File: config.mk
export PLATFORM = sky130hd
export DESIGN_NAME = iomem_copy_master_flat
export DESIGN_NICKNAME = d
export VERILOG_FILES = /design/src/rtl/iomem_copy_master_if.sv /design/src/rtl/iomem_copy_master.sv /design/src/flat_wrapper.sv
export SDC_FILE = /design/constraint.sdc
export NUM_CORES = 1
export LEC_CHECK = 0
export CAP_MARGIN = 0
export CORE_UTILIZATION = 45
export DETAILED_ROUTE_END_ITERATION = 8
export GPL_ROUTABILITY_DRIVEN = 0
export PLACE_DENSITY = 0.74
export REMOVE_ABC_BUFFERS = 1
export SLEW_MARGIN = 0
export SYNTH_ARGS = -nofsm -noshare
export SYNTH_HDL_FRONTEND = slang
export SYNTH_SLANG_ARGS = --single-unit
File: constraint.sdc
create_clock -name clk -period 4.2 [get_ports clk]
set_input_delay 0.63 -clock clk [delete_from_list [all_inputs] [get_ports clk]]
set_output_delay 0.63 -clock clk [all_outputs]
set_load 0.01 [all_outputs]
File: src/rtl/iomem_copy_master_if.sv
// rtl/iomem_copy_master_if.sv - PicoRV32 native memory bus bundle used by the copy master
`timescale 1ns/1ps

interface iomem_copy_master_if;
  logic        mem_valid;
  logic        mem_ready;
  logic [31:0] mem_addr;
  logic [31:0] mem_wdata;
  logic [3:0]  mem_wstrb;
  logic [31:0] mem_rdata;

  modport master (
    output mem_valid,
    output mem_addr,
    output mem_wdata,
    output mem_wstrb,
    input  mem_ready,
    input  mem_rdata
  );

  modport slave (
    input  mem_valid,
    input  mem_addr,
    input  mem_wdata,
    input  mem_wstrb,
    output mem_ready,
    output mem_rdata
  );
endinterface

File: src/rtl/iomem_copy_master.sv
// rtl/iomem_copy_master.sv - word-by-word read-then-write copy engine on the iomem bus
`timescale 1ns/1ps

module iomem_copy_master #(
  parameter int unsigned LEN_WIDTH      = 16,
  parameter int unsigned TIMEOUT_CYCLES = 255
) (
  input  logic                 clk,
  input  logic                 resetn,
  input  logic                 i_cmd_valid,
  output logic                 o_cmd_ready,
  input  logic [31:0]          i_cmd_src,
  input  logic [31:0]          i_cmd_dst,
  input  logic [LEN_WIDTH-1:0] i_cmd_len,
  input  logic                 i_abort,
  iomem_copy_master_if.master  bus,
  output logic                 o_busy,
  output logic                 o_done,
  output logic                 o_err,
  output logic [LEN_WIDTH-1:0] o_words_done
);

  typedef enum logic [2:0] {
    S_IDLE,
    S_RD,
    S_RGAP,
    S_WR,
    S_WGAP,
    S_FIN,
    S_ERR
  } state_t;

  localparam logic [LEN_WIDTH-1:0] LEN_ONE  = LEN_WIDTH'(1);
  localparam logic [31:0]          ADDR_MSK = 32'hFFFF_FFFC;
  localparam logic [31:0]          WORD_INC = 32'd4;

  state_t               r_state;
  state_t               w_next;
  logic [31:0]          r_src;
  logic [31:0]          r_dst;
  logic [31:0]          r_data;
  logic [31:0]          r_tmo;
  logic [LEN_WIDTH-1:0] r_remaining;
  logic [LEN_WIDTH-1:0] r_words_done;
  logic                 w_accept;
  logic                 w_in_xfer;
  logic                 w_tmo_hit;

  assign w_accept  = i_cmd_valid && (r_state == S_IDLE);
  assign w_in_xfer = (r_state == S_RD) || (r_state == S_WR);
  // Terminal count is the TIMEOUT_CYCLES-th stalled cycle; a ready in that same cycle still wins.
  assign w_tmo_hit = (TIMEOUT_CYCLES != 0) && (r_tmo == TIMEOUT_CYCLES - 1);

  always_ff @(posedge clk) begin
    if (!resetn) begin
      r_state      <= S_IDLE;
      r_src        <= '0;
      r_dst        <= '0;
      r_data       <= '0;
      r_tmo        <= '0;
      r_remaining  <= '0;
      r_words_done <= '0;
    end else begin
      r_state <= w_next;
      if (w_accept) begin
        r_src        <= i_cmd_src & ADDR_MSK;
        r_dst        <= i_cmd_dst & ADDR_MSK;
        r_remaining  <= i_cmd_len;
        r_words_done <= '0;
      end
      if ((r_state == S_RD) && bus.mem_ready) begin
        r_data <= bus.mem_rdata;
        r_src  <= r_src + WORD_INC;
      end
      if ((r_state == S_WR) && bus.mem_ready) begin
        r_dst        <= r_dst + WORD_INC;
        r_remaining  <= r_remaining - LEN_ONE;
        r_words_done <= r_words_done + LEN_ONE;
      end
      // Gap/idle states always precede RD and WR, so clearing here restarts the count per request.
      if (!w_in_xfer) begin
        r_tmo <= '0;
      end else if (!bus.mem_ready) begin
        r_tmo <= r_tmo + 32'd1;
      end
    end
  end

  always_comb begin
    w_next = r_state;
    case (r_state)
      S_IDLE: begin
        if (i_cmd_valid) begin
          w_next = (i_cmd_len != '0) ? S_RD : S_FIN;
        end
      end
      S_RD: begin
        if (bus.mem_ready) begin
          w_next = S_RGAP;
        end else if (w_tmo_hit) begin
          w_next = S_ERR;
        end
      end
      S_RGAP: w_next = S_WR;
      S_WR: begin
        if (bus.mem_ready) begin
          w_next = S_WGAP;
        end else if (w_tmo_hit) begin
          w_next = S_ERR;
        end
      end
      S_WGAP: begin
        w_next = ((r_remaining == '0) || i_abort) ? S_FIN : S_RD;
      end
      S_FIN:   w_next = S_IDLE;
      S_ERR:   w_next = S_IDLE;
      default: w_next = S_IDLE;
    endcase
  end

  always_comb begin
    o_cmd_ready   = (r_state == S_IDLE);
    o_busy        = (r_state != S_IDLE);
    o_done        = (r_state == S_FIN);
    o_err         = (r_state == S_ERR);
    o_words_done  = r_words_done;
    bus.mem_valid = w_in_xfer;
    bus.mem_addr  = '0;
    bus.mem_wdata = '0;
    bus.mem_wstrb = 4'h0;
    if (r_state == S_RD) begin
      bus.mem_addr = r_src;
    end else if (r_state == S_WR) begin
      bus.mem_addr  = r_dst;
      bus.mem_wdata = r_data;
      bus.mem_wstrb = 4'hF;
    end
  end

endmodule

File: src/flat_wrapper.sv
// flat-port wrapper written by rule: the top's interface ports become plain ports
module iomem_copy_master_flat 
#(
  parameter int unsigned LEN_WIDTH      = 16,
  parameter int unsigned TIMEOUT_CYCLES = 255
)
  (clk, resetn, i_cmd_valid, o_cmd_ready, i_cmd_src, i_cmd_dst, i_cmd_len, i_abort, o_busy, o_done, o_err, o_words_done, bus_mem_valid, bus_mem_addr, bus_mem_wdata, bus_mem_wstrb, bus_mem_ready, bus_mem_rdata);
  iomem_copy_master_if bus_i ();
  input  logic clk;
  input  logic resetn;
  input  logic i_cmd_valid;
  output logic o_cmd_ready;
  input  logic [31:0] i_cmd_src;
  input  logic [31:0] i_cmd_dst;
  input  logic [LEN_WIDTH-1:0] i_cmd_len;
  input  logic i_abort;
  output logic o_busy;
  output logic o_done;
  output logic o_err;
  output logic [LEN_WIDTH-1:0] o_words_done;
  output wire logic [$bits(bus_i.mem_valid)-1:0] bus_mem_valid;
  output wire logic [$bits(bus_i.mem_addr)-1:0] bus_mem_addr;
  output wire logic [$bits(bus_i.mem_wdata)-1:0] bus_mem_wdata;
  output wire logic [$bits(bus_i.mem_wstrb)-1:0] bus_mem_wstrb;
  input wire logic [$bits(bus_i.mem_ready)-1:0] bus_mem_ready;
  input wire logic [$bits(bus_i.mem_rdata)-1:0] bus_mem_rdata;
  assign bus_mem_valid = bus_i.mem_valid;
  assign bus_mem_addr = bus_i.mem_addr;
  assign bus_mem_wdata = bus_i.mem_wdata;
  assign bus_mem_wstrb = bus_i.mem_wstrb;
  assign bus_i.mem_ready = bus_mem_ready;
  assign bus_i.mem_rdata = bus_mem_rdata;
  iomem_copy_master #(.LEN_WIDTH(LEN_WIDTH), .TIMEOUT_CYCLES(TIMEOUT_CYCLES)) u_core (.clk(clk), .resetn(resetn), .i_cmd_valid(i_cmd_valid), .o_cmd_ready(o_cmd_ready), .i_cmd_src(i_cmd_src), .i_cmd_dst(i_cmd_dst), .i_cmd_len(i_cmd_len), .i_abort(i_abort), .bus(bus_i), .o_busy(o_busy), .o_done(o_done), .o_err(o_err), .o_words_done(o_words_done));
endmodule
Word level (Yosys, flattened, before mapping)

Cells that the tools add are included.
W data, S select, Z words.

Input bits: 117
Logic and storage cells: 53
Flip-flop bits (word level): 163

Muxes and demuxes: 21
Reductions and logical operators: 12
Add/subtract/negate cells: 5
Eq/ne operators: 8

Operator list:

| cell                    | count |
|---|---|
| $mux W32                | 8 |
| $add A32 B3 Y32 const B | 2 |
| $mux W16                | 4 |
| $add A32 B1 Y32 const B | 1 |
| $eq A32 B8 Y1 const B   | 1 |
| $mux W3                 | 6 |
| $add A16 B1 Y16 const B | 1 |
| $logic_not A16 Y1       | 1 |
| $reduce_bool A16 Y1     | 1 |
| $sub A16 B1 Y16 const B | 1 |
| $pmux W3 S5             | 1 |
| $eq A3 B3 Y1 const B    | 3 |
| $mux W4                 | 2 |
| $eq A3 B2 Y1 const B    | 2 |
| $reduce_bool A2 Y1      | 2 |
| $eq A3 B1 Y1 const B    | 1 |
| $logic_and A1 B1 Y1     | 3 |
| $logic_not A3 Y1        | 1 |
| $reduce_bool A3 Y1      | 1 |
| $logic_or A1 B1 Y1      | 2 |
| $ne A2 B2 Y1 const B    | 1 |
| $reduce_and A2 Y1       | 1 |

Logic depth before layout (Yosys ltp)

Depth after elaboration: 4
Gate-level depth with buffers: 8
Depth with buffers taken out: 7

Least setup slack after synthesis

No wires, ideal clock.

Path type: input-to-reg
From: in bus_mem_ready
To: reg u_core.r_src[21]
Setup slack: 2025 ps
Arrival: 2101 ps
Data required time: 4126 ps
Cell stages on the path: 7
Library setup time: 74 ps
Path buffers: 2
Cells stage by stage: and4bb_2 buf_2 nand2_1 or3_1 clkbuf_1 or4_1 a31oi_1

Cells in the longest elaborated chain, start to end: 2

RTL lines:

| item                                           | line                    | source |
|---|---|---|
| from (decl)                                    | flat_wrapper.sv:25      | `input wire logic [$bits(bus_i.mem_ready)-1:0] bus_mem_ready;` |
| $logic_and A1 B1 Y1 *                          | iomem_copy_master.sv:71 | `if ((r_state == S_RD) && bus.mem_ready) begin` |
| $mux W32 or $reduce_bool A2 Y1 (tied branches) | --                      |  |
| to (signal assigned)                           | iomem_copy_master.sv:66 | `r_src <= i_cmd_src & ADDR_MSK;` |
| to (signal assigned)                           | iomem_copy_master.sv:73 | `r_src <= r_src + WORD_INC;` |
| to (decl)                                      | iomem_copy_master.sv:39 | `logic [31:0] r_src;` |

Every way passes the cells marked *; elsewhere a longest branch is shown, timed or not.
A chain may end at the register's enable or synchronous reset.

Final worst setup path

From: reg u_core.r_state[0]
To: out bus_mem_wdata[14]

Cells in the longest elaborated chain, start to end: 3

RTL lines:

| item                   | line                     | source |
|---|---|---|
| from (decl)            | iomem_copy_master.sv:37  | `state_t r_state;` |
| from (signal assigned) | iomem_copy_master.sv:64  | `r_state <= w_next;` |
| $eq A3 B2 Y1           | iomem_copy_master.sv:133 | `end else if (r_state == S_WR) begin` |
| $mux W32               | iomem_copy_master.sv:133 |  |
| $mux W32 *             | iomem_copy_master.sv:131 | `if (r_state == S_RD) begin` |
| to (decl)              | flat_wrapper.sv:23       | `output wire logic [$bits(bus_i.mem_wdata)-1:0] bus_mem_wdata;` |

Marks and branches as above.

==> summary.txt <==
Outcome
  – Outcome: completed

Logic synthesis
  – FF+latch count, synth: approximately 160
  – Post-Syn Area per Cell: about 7.7 µm²
  – Distinct cells, synth: 63
  – Async S/R FF share, synth: 0%
  – Ys flop type: dfxtp_1
  – Sequential share of the synthesized area: 37.5%
  – Synth Cell Area: 8490 µm²
  – Post-synth EDFFs: 0
  – Ys Warns: 0
  – Synth Instances: 1107

Setup path
  – Max FO, Critical Path: 34
  – CP Class: flip-flop to output port
  – Worst EP arrival: between 2 and 3 ns
  – Startpoint types: flip-flop
  – Crit path required time: 3.57 ns
  – Worst setup EP type: output port

Finish
  – Fillers: around 1700
  – Area occupied by multi-input gates: 4930 µm²
  – Diode count: 0
  – Layout cell share with drive strength beyond 1: 5.49%
  – Commonest non-fill, non-tap cell in the layout: clkdlybuf4s50_1
  – Sequential Area: approximately 3200 µm²
  – Fin cells: around 1500
  – Util after Layout: 61.6%
  – Final nets: around 1400
  – Commonest cells after routing, fill and taps aside: clkdlybuf4s50_1, nand2_1, dfxtp_1, nor2_1, a21oi_1
  – Syn-to-layout area delta: 32.0%

Clock tree
  – Clk_lat worst skew: 0.43 ns
  – Post CTS Setup Buffer Count: 0
  – Hold Buf Count CTS: 0
  – Cts repair resizes: 0
  – Root Buffer: clkbuf_16
  – CTS tree: built
  – Clk pin slew, worst setup/hold paths: 0.07 ns
  – CTS sink cnt: between 150 and 200
  – H-tree depth: 4
  – Num CTS Buffers: 17
  – Clock buffer depth: 2

Timing
  – Max Clock Skew: 0.0114 ns
  – Final min period: between 3 and 4 ns
  – Final Max Slew Viols: 0
  – Slew HR: approximately 30%
  – Slew at the pin closest to its max-slew limit: 1.05 ns
  – Final hold viol count: 0
  – RSZ-0062 raised after global routing: false
  – Part of the cycle the worst path needs: 79.4%
  – Hold slack: roughly 0.45 ns
  – Max Clk Rate: 300 MHz
  – Setup violators final: 0

Floorplanning
  – Row count: 49
  – Initial Utilization: 46.6%
  – CORE AREA: 18200 µm²
  – DIE HEIGHT: 139 µm
  – Die Span X: 139 µm
  – Full die area: slightly below 20000 µm²
  – Ports: 206

Placed design
  – Dpl cells: 1472
  – PortBufs: 199
  – Dpl hpwl: about 17000 µm

Global routing
  – GR Overflow Total: 0
  – Initial antenna violation count: 0
  – Total global-route track usage: 26.2%
  – First-pass GRT wire length: 41400 µm
  – Vias in the first global route: between 8000 and 9000
  – Pin count of the biggest net entering global routing: 74

Route
  – Wire per inst: between 15 and 20 µm
  – Final WL: 25200 µm
  – DRT antenna net count: 0
  – Drt pass-1 iters: 5
  – DR vias/cell: slightly below 6
  – Starting DRT DRC Count: roughly 600
  – DRC: 0
  – Vias: 8856

Power
  – Total design power: between 3 and 4 mW
  – Max VDD drop: between 0.3 and 0.4 mV
  – Leakage power: 3.85 nW
  – Power Density: 340 nW/µm²

Run
  – # Max-Cap Violations: 0

Hold path
  – HP Class: flip-flop to flip-flop
[sequential cells by signal (all words and copies together), names as in the netlist]
| name | count |
|---|---|
| u_core.o_words_done | 16 |
| u_core.r_data | 32 |
| u_core.r_dst | 30 |
| u_core.r_remaining | 16 |
| u_core.r_src | 30 |
| u_core.r_state | 3 |
| u_core.r_tmo | 32 |
[through the flow]
stage | worst slack [ns] | setup TNS (ns) | cell area, µm²
2_1_floorplan | -4.37 | -242.42 | 8150
3_3_place_gp | 1.10 | 0 | 10600
3_5_place_dp | 1.05 | 0 | 10600
4_1_cts | 0.849 | 0 | 11200
5_1_grt | 0.683 | 0 | 11200
6_report | 0.866 | 0 | 11200
[synthesized netlist by cell type, types with 8 or more instances]
master / n / area (µm²)
or4_1: 10 / 75.1
and4_1: 9 / 78.8
nand4_1: 25 / 156
nand3_1: 52 / 260
buf_2: 9 / 45.0
inv_1: 14 / 52.6
clkbuf_1: 56 / 210
mux2_2: 8 / 90.1
and3_1: 53 / 332
a21oi_1: 100 / 500
xnor2_1: 8 / 70.1
buf_1: 12 / 45.0
nand2_1: 163 / 612
a31oi_1: 15 / 93.8
a311oi_1: 9 / 78.8
o21ai_0: 34 / 170
nor3_1: 22 / 110
a211oi_1: 10 / 75.1
o311ai_0: 10 / 87.6
o211ai_1: 19 / 143
dfxtp_1: 159 / 3180
mux2i_1: 32 / 320
nor4_1: 25 / 156
xor2_1: 21 / 184
nor2_1: 118 / 443
or3_1: 18 / 113
and2_1: 8 / 50.1
[final cells by class]
class	count	share of cell area, %
repair buffers	218	19.1
multi-input cells	852	44.0
clock inverters	11	1.17
flip-flops and latches	159	28.4
inverters	14	0.469
clock buffers	21	4.29
well taps	229	2.56
[cells by family (layout without fill, tap and decap cells)]
logic type                 after synthesis  after routing  share of synthesized area (%)
AOI/OAI and AO/OA                      243            243                           18.1
and+or+nand+nor                        531            531                           30.8
DFF                                    159            159                           37.5
muxes                                   40             40                           4.83
other                                    1              2                         0.0442
adders and majority gates                7              7                           1.03
buffers and inverters                   97            264                           4.66
xor gates and xnor gates                29             29                           2.99
[path summary, 6_finish.rpt]
check	depth (start not counted)	start	slack, ns	to
max reg2reg	4	u_core.r_state[0]	1.43	u_core.r_tmo[15]
min reg2reg	2	u_core.r_data[16]	0.45	u_core.r_data[16]
max	4	u_core.r_state[0]	0.87	bus_mem_wdata[14]
min	2	u_core.r_data[16]	0.45	u_core.r_data[16]
[critical path: stages (launching register included)]
cell and delay, ns:
dfxtp_1 0.62, nand2b_1 0.13, inv_1 0.69, and3_1 0.27, clkdlybuf4s50_1 0.55
[where the power goes]
part,switching [mW],total [mW],internal (mW)
registers,0.0957,1.68,1.59
logic,0.286,0.539,0.253
clock network,0.644,1.59,0.943
[routing by layer]
layer | share of wire, % | up-vias | track usage, %
met5 | 0 | - | 0
met4 | 1.9 | 0 | 9.77
met3 | 6.8 | 29 | 3.61
met2 | 46 | 333 | 41.9
met1 | 45 | 4162 | 35.9
li1 | - | 4332 | -
No activity file was read; power rests on OpenSTA's default activity.
